[config.mk]
export PLATFORM = sky130hd
export DESIGN_NAME = instr_fetch_unit
export DESIGN_NICKNAME = d
export VERILOG_FILES = /design/src/rtl/ifu_pkg.sv /design/src/rtl/ifu_queue.sv /design/src/rtl/instr_fetch_unit.sv
export SDC_FILE = /design/constraint.sdc
export NUM_CORES = 1
export LEC_CHECK = 0
export ABC_AREA = 1
export CORE_UTILIZATION = 40
export CTS_CLUSTER_DIAMETER = 100
export DETAILED_ROUTE_END_ITERATION = 7
export PLACE_DENSITY = 0.62
export SLEW_MARGIN = 15
export SYNTH_ARGS = -nofsm -noshare
export SYNTH_HDL_FRONTEND = slang
export SYNTH_SLANG_ARGS = --single-unit
[constraint.sdc]
create_clock -name clk -period 5.8 [get_ports clk]
set_input_delay 0.87 -clock clk [delete_from_list [all_inputs] [get_ports clk]]
set_output_delay 0.87 -clock clk [all_outputs]
set_load 0.01 [all_outputs]
[src/rtl/ifu_pkg.sv]
// Shared types and constants for the instruction fetch unit.
// The entry layout fixes the address/data widths; instantiate the fetch
// unit with ADDR_W/DATA_W equal to IFU_ADDR_W/IFU_DATA_W.
package ifu_pkg;

    localparam int IFU_ADDR_W = 32;
    localparam int IFU_DATA_W = 32;
    localparam int PC_STEP    = 4;

    typedef enum logic {
        RUN   = 1'b0,
        DRAIN = 1'b1
    } ifu_state_e;

    typedef struct packed {
        logic [IFU_ADDR_W-1:0] pc;
        logic [IFU_DATA_W-1:0] data;
        logic                  filled;
    } ifu_entry_t;

endpackage

[src/rtl/ifu_queue.sv]
// In-order fetch queue. Entries are allocated at request time (pc known,
// data pending), filled when the matching response returns, and retired by
// decode. Pointers carry one extra wrap bit so that full and empty differ.
module ifu_queue
    import ifu_pkg::*;
#(
    parameter  int DEPTH = 4,
    localparam int PW    = $clog2(DEPTH) + 1
) (
    input  logic                  clk,
    input  logic                  rst,
    input  logic                  flush,
    input  logic                  alloc,
    input  logic [IFU_ADDR_W-1:0] alloc_pc,
    input  logic                  fill,
    input  logic [IFU_DATA_W-1:0] fill_data,
    input  logic                  retire,
    output ifu_entry_t            head,
    output logic [PW-1:0]         q_count,
    output logic [PW-1:0]         unfilled
);

    localparam int IW = PW - 1;

    ifu_entry_t    mem_q [DEPTH];
    logic [PW-1:0] alloc_ptr;
    logic [PW-1:0] fill_ptr;
    logic [PW-1:0] read_ptr;

    // Pointer advance; a flush returns every pointer to zero.
    always_ff @(posedge clk or negedge rst) begin
        if (!rst) begin
            alloc_ptr <= '0;
            fill_ptr  <= '0;
            read_ptr  <= '0;
        end else if (flush) begin
            alloc_ptr <= '0;
            fill_ptr  <= '0;
            read_ptr  <= '0;
        end else begin
            if (alloc)  alloc_ptr <= alloc_ptr + PW'(1);
            if (fill)   fill_ptr  <= fill_ptr + PW'(1);
            if (retire) read_ptr  <= read_ptr + PW'(1);
        end
    end

    // Entry storage; alloc and fill never target the same slot in one cycle
    // because a fill needs an older unfilled entry ahead of the alloc slot.
    always_ff @(posedge clk or negedge rst) begin
        if (!rst) begin
            for (int i = 0; i < DEPTH; i++) begin
                mem_q[i] <= '0;
            end
        end else if (!flush) begin
            if (alloc) begin
                mem_q[alloc_ptr[IW-1:0]].pc     <= alloc_pc;
                mem_q[alloc_ptr[IW-1:0]].data   <= '0;
                mem_q[alloc_ptr[IW-1:0]].filled <= 1'b0;
            end
            if (fill) begin
                mem_q[fill_ptr[IW-1:0]].data   <= fill_data;
                mem_q[fill_ptr[IW-1:0]].filled <= 1'b1;
            end
        end
    end

    assign head     = mem_q[read_ptr[IW-1:0]];
    assign q_count  = alloc_ptr - read_ptr;
    assign unfilled = alloc_ptr - fill_ptr;

endmodule

[src/rtl/instr_fetch_unit.sv]
// Instruction fetch stage: next-PC selection, credit-limited in-order
// memory requests, response buffering and redirect handling. After a
// redirect, responses still in flight for flushed entries are counted
// down in DRAIN and discarded.
// Optional build macro IFU_PERF_EN adds saturating stall/flush counters.
//
// state | meaning
// RUN   | normal fetch; requests issued while credit is available
// DRAIN | discarding stale responses left over from a redirect
module instr_fetch_unit
    import ifu_pkg::*;
#(
    parameter  int ADDR_W = IFU_ADDR_W,
    parameter  int DATA_W = IFU_DATA_W,
    parameter  int DEPTH  = 4,
    localparam int CW     = $clog2(DEPTH) + 1
) (
    input  logic              clk,
    input  logic              rst,
    input  logic [ADDR_W-1:0] pc_address,
    output logic [ADDR_W-1:0] next_address,
    output logic              imem_req_valid,
    output logic [ADDR_W-1:0] imem_req_addr,
    input  logic              imem_req_ready,
    input  logic              imem_rsp_valid,
    input  logic [DATA_W-1:0] imem_rsp_data,
    input  logic              redirect_valid,
    input  logic [ADDR_W-1:0] redirect_target,
    output logic              instr_valid,
    output logic [DATA_W-1:0] instr_data,
    output logic [ADDR_W-1:0] instr_pc,
    input  logic              instr_ready,
    output logic [CW-1:0]     q_count
`ifdef IFU_PERF_EN
    ,
    output logic [31:0]       perf_stall_cycles,
    output logic [31:0]       perf_flushes
`endif
);

    ifu_state_e    state_q, state_d;
    logic [CW-1:0] drop_q, drop_d;
    logic [CW-1:0] unfilled;
    ifu_entry_t    head;
    logic          req_fire;
    logic          dec_fire;
    logic          fill_en;

    // Requests and instr_valid are forced low while reset is held.
    assign imem_req_valid = rst && (state_q == RUN) && !redirect_valid
                            && (q_count < CW'(DEPTH));
    assign imem_req_addr  = pc_address;
    assign req_fire       = imem_req_valid && imem_req_ready;

    assign instr_valid = rst && (q_count != '0) && head.filled;
    assign instr_data  = head.data;
    assign instr_pc    = head.pc;
    assign dec_fire    = instr_valid && instr_ready;

    // Responses only land in the queue when they belong to live entries.
    assign fill_en = imem_rsp_valid && (state_q == RUN) && !redirect_valid;

    ifu_queue #(.DEPTH(DEPTH)) u_queue (
        .clk       (clk),
        .rst       (rst),
        .flush     (redirect_valid),
        .alloc     (req_fire),
        .alloc_pc  (pc_address),
        .fill      (fill_en),
        .fill_data (imem_rsp_data),
        .retire    (dec_fire),
        .head      (head),
        .q_count   (q_count),
        .unfilled  (unfilled)
    );

    // Next PC: redirect wins, then sequential step on a request fire, else hold.
    always_comb begin
        next_address = pc_address;
        if (redirect_valid) begin
            next_address = redirect_target;
        end else if (req_fire) begin
            next_address = pc_address + ADDR_W'(PC_STEP);
        end
    end

    // Drain bookkeeping: a response arriving in the redirect cycle is already
    // accounted for, so it is subtracted from the outstanding count.
    always_comb begin
        state_d = state_q;
        drop_d  = drop_q;
        case (state_q)
            RUN: begin
                if (redirect_valid) begin
                    drop_d  = unfilled - CW'(imem_rsp_valid && (unfilled != '0));
                    state_d = (drop_d != '0) ? DRAIN : RUN;
                end
            end
            DRAIN: begin
                if (imem_rsp_valid) begin
                    drop_d = drop_q - CW'(1);
                    if (drop_q == CW'(1)) state_d = RUN;
                end
            end
            default: begin
                state_d = RUN;
                drop_d  = '0;
            end
        endcase
    end

    // State and drop counter registers.
    always_ff @(posedge clk or negedge rst) begin
        if (!rst) begin
            state_q <= RUN;
            drop_q  <= '0;
        end else begin
            state_q <= state_d;
            drop_q  <= drop_d;
        end
    end

    // A response in RUN must have an outstanding request to fill.
    rsp_has_owner_a: assert property (@(posedge clk) disable iff (!rst)
        (imem_rsp_valid && (state_q == RUN)) |-> (unfilled != '0));

`ifdef IFU_PERF_EN
    // Saturating counters for decode starvation and redirects.
    always_ff @(posedge clk or negedge rst) begin
        if (!rst) begin
            perf_stall_cycles <= '0;
            perf_flushes      <= '0;
        end else begin
            if (instr_ready && !instr_valid && (perf_stall_cycles != 32'hFFFF_FFFF))
                perf_stall_cycles <= perf_stall_cycles + 32'd1;
            if (redirect_valid && (perf_flushes != 32'hFFFF_FFFF))
                perf_flushes <= perf_flushes + 32'd1;
        end
    end
`endif

endmodule

# [After elaboration in Yosys (flattened, before gate mapping)]
# Index checks and enable logic that the tools add are counted.
[op_classes] addsub=8 eq_ne=3 order_cmp=6 n_bitwise=4 reduce_logical=20 n_mux=37
[ops] operator="$bwmux 260" n=5
[ops] operator="$mux 260" n=3
[ops] operator="$demux 65 s2" n=5
[ops] operator="$mux 65" n=3
[ops] operator="$bmux 65 s2" n=1
[ops] operator="$mux 33" n=2
[ops] operator="$mux 32" n=2
[ops] operator="$add 32x3->32 const B" n=1
[ops] operator="$mux 3" n=8
[ops] operator="$logic_and 1x1->1" n=12
[ops] operator="$add 3x1->3 const B" n=3
[ops] operator="$ge 3x3->1 const B" n=3
[ops] operator="$not 2->3" n=3
[ops] operator="$reduce_bool 3->1" n=3
[ops] operator="$lt 3x1->1 const B" n=2
[ops] operator="$mux 1" n=6
[ops] operator="$pmux 3 s2" n=1
[ops] operator="$reduce_bool 2->1" n=3
[ops] operator="$sub 3x3->3" n=2
[ops] operator="$ne 2x2->1 const B" n=2
[ops] operator="$eq 3x1->1 const B" n=1
[ops] operator="$lt 3x3->1 const B" n=1
[ops] operator="$sub 3x1->3" n=1
[ops] operator="$sub 3x1->3 const B" n=1
[ops] operator="other kinds (4)" n=4
[totals] register_bits=273 wordCells=95

# [Longest topological paths before layout]
# Gate-level depths: netlist of the first run.
[logic_depth] ltp_word=13 depth_mapped=14 ltp_nobuf=14

# [Hierarchy]
# Synthesis of the first run repeated with hierarchy kept, for this count alone.
[hier_totals] hier_cells=2176 area_unflattened_um2=15690.0
[by_module_without_submodules] mod="ifu_queue" cells_per_inst=1814 area_each_um2=13759.4 instances=1
[by_module_without_submodules] mod="instr_fetch_unit" cells_per_inst=362 area_each_um2=1930.6 instances=1

# [Worst setup path before layout of the first run]
# OpenSTA, ideal clock, no wires.
[synth_path] path_type="input port to output port" start="input redirect_valid" end="output next_address[6]" required_time_ns=4.930 path_slack_ns=2.863 path_buffers=3 t_arrival_ns=2.067 path_stages=10 path_cell_list="buf_4 -> clkinv_4 -> nand2_4 -> nor2_4 -> nand3_4 -> nor2_8 -> buf_8 -> buf_6 -> nand2_1 -> a31oi_1"
[synth_via] elab_chain_cells=6
[synth_lines] item="from (decl)" line_no="instr_fetch_unit.sv:27" source="input logic redirect_valid,"
[synth_lines] item="$logic_not 1->1"
[synth_lines] item="$logic_and 1x1->1" line_no="instr_fetch_unit.sv:50" source="assign imem_req_valid = rst && (state_q == RUN) && !redirect_valid"
[synth_lines] item="$logic_and 1x1->1" line_no="instr_fetch_unit.sv:51" source="&& (q_count < CW'(DEPTH));"
[synth_lines] item="$logic_and 1x1->1" line_no="instr_fetch_unit.sv:53" source="assign req_fire = imem_req_valid && imem_req_ready;"
[synth_lines] item="$mux 32" line_no="instr_fetch_unit.sv:82" source="end else if (req_fire) begin"
[synth_lines] item="$mux 32 (*)" line_no="instr_fetch_unit.sv:80" source="if (redirect_valid) begin"
[synth_lines] item="to (decl)" line_no="instr_fetch_unit.sv:21" source="output logic [ADDR_W-1:0] next_address,"
# Every way passes the cells marked *; elsewhere a longest branch is shown, timed or not.

# [Final worst setup path of the first run]
[layout_path] start="register u_queue.read_ptr[0]" end="output next_address[14]"
[layout_via] elab_chain_cells=6
[layout_lines] item="from (decl)" line_no="ifu_queue.sv:28" source="logic [PW-1:0] read_ptr;"
[layout_lines] item="from (signal assigned)" line_no="ifu_queue.sv:43" source="if (retire) read_ptr <= read_ptr + PW'(1);"
[layout_lines] item="$sub 3x3->3" line_no="ifu_queue.sv:68" source="assign q_count = alloc_ptr - read_ptr;"
[layout_lines] item="$lt 3x3->1" line_no="instr_fetch_unit.sv:51"
[layout_lines] item="$logic_and 1x1->1" line_no="instr_fetch_unit.sv:51"
[layout_lines] item="$logic_and 1x1->1" line_no="instr_fetch_unit.sv:53"
[layout_lines] item="$mux 32" line_no="instr_fetch_unit.sv:82"
[layout_lines] item="$mux 32" line_no="instr_fetch_unit.sv:80"
# No other way between the ends.

==> reports/summary.md, run 1 <==
The worst-skew pair later-pin latency is 0.55 ns, and the count of buffer and inverter cells on the critical path is 2. The count of state elements after synthesis works out to 273. The logs give 1.17 ns for the post-placement worst setup slack and 3 for the maximum clock insertion buffer count. The tools report the number of instances resized during post-cts repair as 0. The floorplan has 67 rows. Based on the critical path, the design can be clocked at up to 207 MHz. Summed over all nets, the switching power comes to 2.35 mW. Hold repair after CTS inserted 0 buffers. After detailed routing, the number of vias per cell comes to 5.39.

Setup repair after global routing left no endpoint under its margin. The run finished with clean final reports. Synthesis produced 1735 cells.

The path class of the tightest hold or removal check is in -> async. The tools report the initial standard-cell utilization of the core as 41.1%. The sequential share of power is 36.4%. The proportion of synthesized chip area in sequential cells is 49.1%, and the relative contribution of the clock network to total power is 28.2%. Most common flop cell mapped by yosys: sky130_fd_sc_hd__dfrtp_1. In the final design database the tool counted 1983 nets.

In this run the tightest slew margin relative to its limit is 24.4%. Registers take 0.00684 mm². The worst path arrival time came out at 3.96 ns. Kind of critical path: reg -> out.

The simple logic cell fraction of the synthesized area was 21.6%. For the residual DRC count, the log shows 0. The worst-case IR drop observed on VDD is 0.231 mV.

The via count of the first global-routing pass is 11965, and the leakage power total is 7.85 nW. The tools report the number of vias after detailed routing as 12593. The clock period minus final worst setup slack works out to 4.83 ns. The largest single stage delay on the critical path is 0.72 ns. The critical path goes through ha_1 > fa_1 > nand3_1 > nand3_4 > nor2_8 > inv_2 > nand2_1 > nand2_1 > nand2_1 > nand2_1 > clkdlybuf4s50_1. After clock tree synthesis, the clock-pin slew on the worst setup and hold paths is 0.06 ns. The setup slack of the critical path after layout is 0.971 ns.

Element type at the critical path start: a flop. The tools report the post-synth design cell area as 0.0139 mm². The share of total power dissipated in combinational logic is 35.5%. Entering global routing, the biggest net connects 98 pins. The tightest hold path in the finished design has a slack of 0.269 ns. Signed area change from the synthesized netlist to the final layout: 23.1%. The final hold violation count is 0.

The first-pass GRT wire length was 66900 µm; the die area was 0.0356 mm². The most numerous cell type found on the critical path is sky130_fd_sc_hd__nand2_1. On the critical path the largest part of the delay comes from simple AND/OR/NAND/NOR gates. The tools report the capturing element type of the critical path as an output pin. The net count of the mapped netlist was 1855; the power density normalized to cell area was 405 mW/mm².

The routed wirelength normalized by instance count is 18.1 µm, and the width of the chip is 189 µm. The worst register-to-register path has a setup slack of 1.92 ns. Cells with a size suffix above 1 make up 5.14% of the layout. The logs give 1 for the level count of the clock H-tree and 5 for the first-pass iteration count of the detailed router. Share of the synthesized netlist area taken by xor and xnor gates: 0.881%. Summed over all layers, the global routing overflow is 0. Summing all multi-input logic gate instances after layout gives 0.00585 mm². Largest family of logic cells by synthesized area: simple AND/OR/NAND/NOR gates. The synthesized design contains 0 enable-type register cells.

The die is 189 µm tall. The tree is rooted in a sky130_fd_sc_hd__clkbuf_16. Of all nets on the critical path, the largest fanout is 58. In the global route stage, overall resource usage came out at 23.6%. Net switching is 33.8% of the power. For the number of max-slew violations in the final report, the log shows 0. Measured against the total synthesized area, the mux share comes to 0%. In this run, the number of DRC markers left after iteration 0 of detailed routing was 846. The slew at the pin closest to its max-slew limit works out to 1.13 ns. The run gives 0.884 as the placer congestion estimate. In this run, CTS created clock tree buffers numbering 30. The final setup TNS was 0 ns; the I/O pin total was 235. The tools report the diode insertion count for antenna repair as 0. The master of the slowest instance on the critical path was sky130_fd_sc_hd__dfrtp_4. The number of antenna-violating nets in the routed design was 0. Data on the critical path is required at its endpoint by 4.93 ns. The logs give 26100 µm for the HPWL after detailed placement and 42300 µm for the final wirelength. The area fraction in compound gates after synthesis is 17.7%.

The number of maximum-capacitance violations is 0, and the final worst-path cycle share is 83.3%. The async set or reset register ratio after synthesis is 100%, and the worst clock skew is 0.0100 ns. The count of buffers inserted at the top-level ports was 234; the mean post-synth cell area was 8.02 µm². In this run the standard cell core region covers 0.0339 mm². Counting distinct cell types in the post-synthesis netlist gives 38.

The internal power component is 4.59 mW. Initial antenna violation count: 0. The tools report the total clock sinks as 273. Number of setup buffers added after CTS: 0. The run gives 3260 as the filler cell count in the final layout. TritonCTS built the clock tree. Summing the areas of all fa, ha and maj instances in the mapped netlist gives 1.73% of the synthesized area. The Yosys step of the flow raised 0 warnings. The setup-violating endpoint count in the final report came out at 0.
==> stage by stage <==
| stage | area (µm²) | power (mW) | cells | util [%] |
|---|---|---|---|---|
| 2_1_floorplan | 13900 | 3.83 | 1735 | - |
| 3_3_place_gp | 16100 | 4.99 | 2279 | 47.6 |
| 6_report | 17100 | 6.94 | 2335 | 50.6 |
| 5_1_grt | 17100 | 7.37 | 2335 | 50.6 |
| 3_5_place_dp | 16100 | 5.04 | 2279 | 47.6 |
| 4_1_cts | 17100 | 7.01 | 2335 | 50.6 |
==> worst reg2reg max path: stages (launching register included) <==
cell                      delay, ns
sky130_fd_sc_hd__dfrtp_4       0.72
sky130_fd_sc_hd__ha_1          0.33
sky130_fd_sc_hd__fa_1          0.40
sky130_fd_sc_hd__nand3_1       0.15
sky130_fd_sc_hd__nand3_4       0.11
sky130_fd_sc_hd__nor2_8        0.65
sky130_fd_sc_hd__nand2_4       0.58
sky130_fd_sc_hd__buf_4         0.54
sky130_fd_sc_hd__nand3_1       0.15
sky130_fd_sc_hd__o21ai_0       0.10
==> final cells by class <==
type / count / area share (%)
repair buffers: 251 / 14.4
flip-flops and latches: 273 / 39.9
multi-input cells: 1204 / 34.1
clock inverters: 12 / 0.840
inverters: 103 / 2.30
clock buffers: 44 / 5.10
well taps: 448 / 3.27
==> power by group through the flow <==
stage / Clock (mW) / Sequential [mW] / Combinational, mW
after floorplan: 0 / 2.47 / 1.36
after global placement: 0 / 2.54 / 2.46
after detailed placement: 0 / 2.55 / 2.48
after CTS: 2.00 / 2.52 / 2.49
after global routing: 2.07 / 2.57 / 2.73
final: 1.96 / 2.52 / 2.46
==> synth_stat cells, types with 2 or more instances <==
library cell               instances  area (µm²)
sky130_fd_sc_hd__a21oi_1           4        20.0
sky130_fd_sc_hd__a31oi_1           4        25.0
sky130_fd_sc_hd__buf_1             8        30.0
sky130_fd_sc_hd__buf_2            24         120
sky130_fd_sc_hd__buf_4            35         263
sky130_fd_sc_hd__buf_6            15         169
sky130_fd_sc_hd__clkbuf_1         69         259
sky130_fd_sc_hd__clkbuf_2          3        15.0
sky130_fd_sc_hd__dfrtp_1         273        6830
sky130_fd_sc_hd__fa_1              2        40.0
sky130_fd_sc_hd__ha_1             16         200
sky130_fd_sc_hd__inv_1            97         364
sky130_fd_sc_hd__inv_2             4        15.0
sky130_fd_sc_hd__nand2_1         319        1200
sky130_fd_sc_hd__nand2_2           3        18.8
sky130_fd_sc_hd__nand3_1         181         906
sky130_fd_sc_hd__nand3_2           6        60.1
sky130_fd_sc_hd__nand4_1          11        68.8
sky130_fd_sc_hd__nor2_1          164         616
sky130_fd_sc_hd__nor2_2            3        18.8
sky130_fd_sc_hd__nor3_1            5        25.0
sky130_fd_sc_hd__o21ai_0         331        1660
sky130_fd_sc_hd__o21ai_1          68         340
sky130_fd_sc_hd__o22ai_1          64         400
sky130_fd_sc_hd__xor2_1           13         114
==> worst paths after layout <==
path,depth (start not counted),end,start
worst max register to register,9,u_queue.mem_q[76],u_queue.read_ptr[0]
max in group asynchronous,3,u_queue.mem_q[213],rst
worst min register to register,2,u_queue.mem_q[65],u_queue.mem_q[65]
worst max-delay path,11,next_address[14],u_queue.read_ptr[0]
worst min-delay path,1,asynchronous set/reset pin,rst
min in group clk,2,u_queue.mem_q[65],u_queue.mem_q[65]
==> per-layer routing <==
metal	part of all wire [%]	track usage, %	wire length, µm
met1	44	31.8	18500
met5	0	0	0
met2	48	39.4	20100
met4	2.1	6.14	880
met3	6.6	4.13	2770
==> logic make-up after synthesis <==
group / count (synthesis)
fa+ha+maj: 18
flops: 273
simple gates: 699
compound gates: 473
xor+xnor: 14
buf+inv: 258
==> placed cells by master, fill, tap and decap left out, drive strengths merged, types with 12 or more instances in the layout <==
cell           count
dfrtp            273
clkdlybuf4s50    233
buf               18
nand2            323
o22ai             64
inv              103
clkbuf            44
nor2             169
ha                16
nand4             12
o21ai            399
xor2              13
nand3            188
Power figures use the tool's default switching activity.
==> run 2: changes to the inputs <==
Clock period 5.8 ns to 4.94 ns, I/O delays scaled along.
==> reports/summary.md, run 2 (synthesis gave the netlist of run 1 again) <==
The capture point of the worst path was next_address[24]. The tools report the HPWL after detailed placement as 26400 µm (+0.98%). The tightest min-delay check is of the in -> async type. The signed area change from the synthesized netlist to the final layout was 23.8%; the core area was 0.0339 mm² (unchanged). For the diode insertion count for antenna repair, the log shows 0 (unchanged). The aggregate global-route resource usage was 23.8% (+0.12 points).

Final hold violation count: 0 (unchanged). The worst clock skew was 0.0224 ns (+0.0124 ns); the number of vias after detailed routing was 12601 (+0.064%). The via density per instance came out at 5.38 (-0.19%).

The placer congestion estimate is 0.889 (+0.58%), and the number of hold buffers added after CTS is 0 (unchanged). The cell with the most instances on the worst path was sky130_fd_sc_hd__nand2_1. The number of instances resized during post-cts repair was 0 (unchanged).

The worst reg-to-reg setup slack came out at 1.47 ns (-0.45 ns). The logs give 8.21 mW (+18%) for the power after layout and 67 (unchanged) for the standard-cell row count. The via count of the first global-routing pass came out at 12589 (+5.2%). TritonCTS built the clock tree.

The initial standard-cell utilization of the core was 41.1% (unchanged). Timing would allow up to 224 MHz. The count of buffers inserted at the top-level ports is 234 (unchanged), and the setup-violating endpoint count in the final report is 0 (unchanged). The first-pass GRT wire length was 67700 µm (+1.3%).

The top cell types in the final layout, fill and taps aside, are sky130_fd_sc_hd__o21ai_0, sky130_fd_sc_hd__nand2_1, sky130_fd_sc_hd__dfrtp_1. The width of the chip works out to 189 µm (unchanged). The flow ran to the end, and the final reports show no timing, DRC or antenna violations. The cell sitting at the root of the clock tree is a sky130_fd_sc_hd__clkbuf_16. The maximum vdd ir drop is 0.265 mV (+15%), and the first-pass iteration count of the detailed router is 5 (unchanged). The final worst-path cycle share works out to 90.2%. The gate family responsible for the most delay along the worst path was simple AND/OR/NAND/NOR gates.

The leakage power total is 7.91 nW (+0.81%). The delay of the slowest cell on the worst path came out at 0.54 ns (-0.18 ns). In this run the worst setup path begins at u_queue.alloc_ptr[0]. The most common cell after layout, fill and taps aside is sky130_fd_sc_hd__o21ai_0. Routed wirelength normalized by instance count: 18.0 µm (-0.60%).

The filler cell count in the final layout came out at 3314 (+1.7%). For the number of max-slew violations in the final report, the log shows 0 (unchanged). The logs give 0.56 ns (about the same) for the worst-skew pair later-pin latency and 0 (unchanged) for the initial antenna violation count. The number of gates on the worst path with buffers counted was 12 (+1); the number of setup buffers added after CTS was 0 (unchanged). The die height was 189 µm (unchanged).

The kind of critical path is reg -> out. The total global routing overflow is 0 (unchanged). The tools report the die area as 0.0356 mm² (unchanged). Setup repair after global routing left no endpoint under its margin. For the sequential cell area, the log shows 0.00684 mm² (unchanged). The power density normalized to cell area was 476 mW/mm² (+18%); the worst max-slew margin expressed relative to the limit was 29.3% (+4.9 points). Number of nets at the end of the flow: 1990 (+0.35%). The run gives 0.00585 mm² (unchanged) as the area used by multi-input combinational logic. The critical-path maximum fanout works out to 37 (-36%). The I/O pin total was 235 (unchanged); the cell count of the worst reg-to-reg path was 10 (+1).

The post-CTS clock slew at the launch and capture registers of the worst setup and hold paths was 0.06 ns (about the same). STA classifies the critical path startpoint as a flop. Required time of the worst setup path: 4.20 ns (-0.73 ns). Master of the slowest instance on the critical path: sky130_fd_sc_hd__clkdlybuf4s50_1. The startpoint identified for the worst register-to-register timing path is u_queue.alloc_ptr[0].

The run gives 83 (-15%) as the largest net degree at the start of global routing. The run gives 0 ns (unchanged) as the final setup TNS. The residual DRC count was 0 (unchanged); the maximum clock insertion buffer count was 3 (unchanged). The number of buffers created by CTS came out at 30 (unchanged). The final wirelength is 42200 µm (-0.34%), and the number of maximum-capacitance violations is 0 (unchanged). The level count of the clock H-tree came out at 1 (unchanged). The count of buffer and inverter cells on the critical path was 3 (+1). Capturing element type of the critical path: an output pin. Number of antenna-violating nets in the routed design: 0 (unchanged). Violation count after the first detailed-route iteration: 865 (+2.2%).

The worst path arrival time came out at 3.71 ns (-0.25 ns). Slew at the pin closest to its max-slew limit: 1.06 ns (-0.0757 ns). Walking the worst path, the cells encountered are inv_1 > ha_1 > fa_1 > nand3_1 > nand3_4 > nor2_8 > buf_4 > nand2_1 > nand2_1 > nand3_1 > nand2_1 > clkdlybuf4s50_1. The smallest clock period supported by the final layout is computed as 4.45 ns. The total clock sinks was 273 (unchanged); the share of layout cells above drive strength 1 was 5.55% (+0.41 points).
-- run 2: stage by stage --
| step | setup WS [ns] | cell area (µm²) | std cells | util, % | hold slack, ns |
|---|---|---|---|---|---|
| after floorplan | 2.24 | 13900 | 1735 | - | 0.442 |
| after global placement | 0.826 | 16200 | 2286 | 47.8 | 0.455 |
| after detailed placement | 0.803 | 16200 | 2286 | 47.8 | 0.464 |
| after CTS | 0.481 | 17200 | 2341 | 50.9 | 0.472 |
| after global routing | 0.304 | 17200 | 2341 | 50.9 | 0.502 |
| final | 0.486 | 17200 | 2341 | 50.9 | 0.436 |
-- run 2: power by group --
group | internal [mW] | total (mW) | switching, mW
Combinational | 1.33 | 2.94 | 1.61
Clock | 1.44 | 2.34 | 0.906
Sequential | 2.69 | 2.93 | 0.236
Total | 5.45 | 8.21 | 2.75
-- run 2: per-layer routing --
| metal | vias up | track usage, % | wire length [µm] |
|---|---|---|---|
| met5 | - | 0 | 0 |
| met4 | 0 | 7.41 | 1130 |
| met3 | 77 | 3.80 | 2590 |
| met2 | 433 | 40.7 | 20100 |
| met1 | 6028 | 30.7 | 18300 |
| li1 | 6063 | - | - |
-- run 2: worst min path at each step --
stage | start | end | depth (start not counted)
final | rst | asynchronous set/reset pin | 2
after detailed placement | u_queue.mem_q[195] | u_queue.mem_q[195] | 2
after CTS | rst | asynchronous set/reset pin | 2
after floorplan | u_queue.mem_q[130] | u_queue.mem_q[130] | 2
after global routing | rst | asynchronous set/reset pin | 2
after global placement | u_queue.mem_q[65] | u_queue.mem_q[65] | 2
-- run 2: area by class of cell --
class | instances | share of cell area (%)
clock buffers | 46 | 5.35
well taps | 448 | 3.25
clock inverters | 9 | 0.762
flip-flops and latches | 273 | 39.7
multi-input cells | 1204 | 33.9
inverters | 103 | 2.29
repair buffers | 258 | 14.7
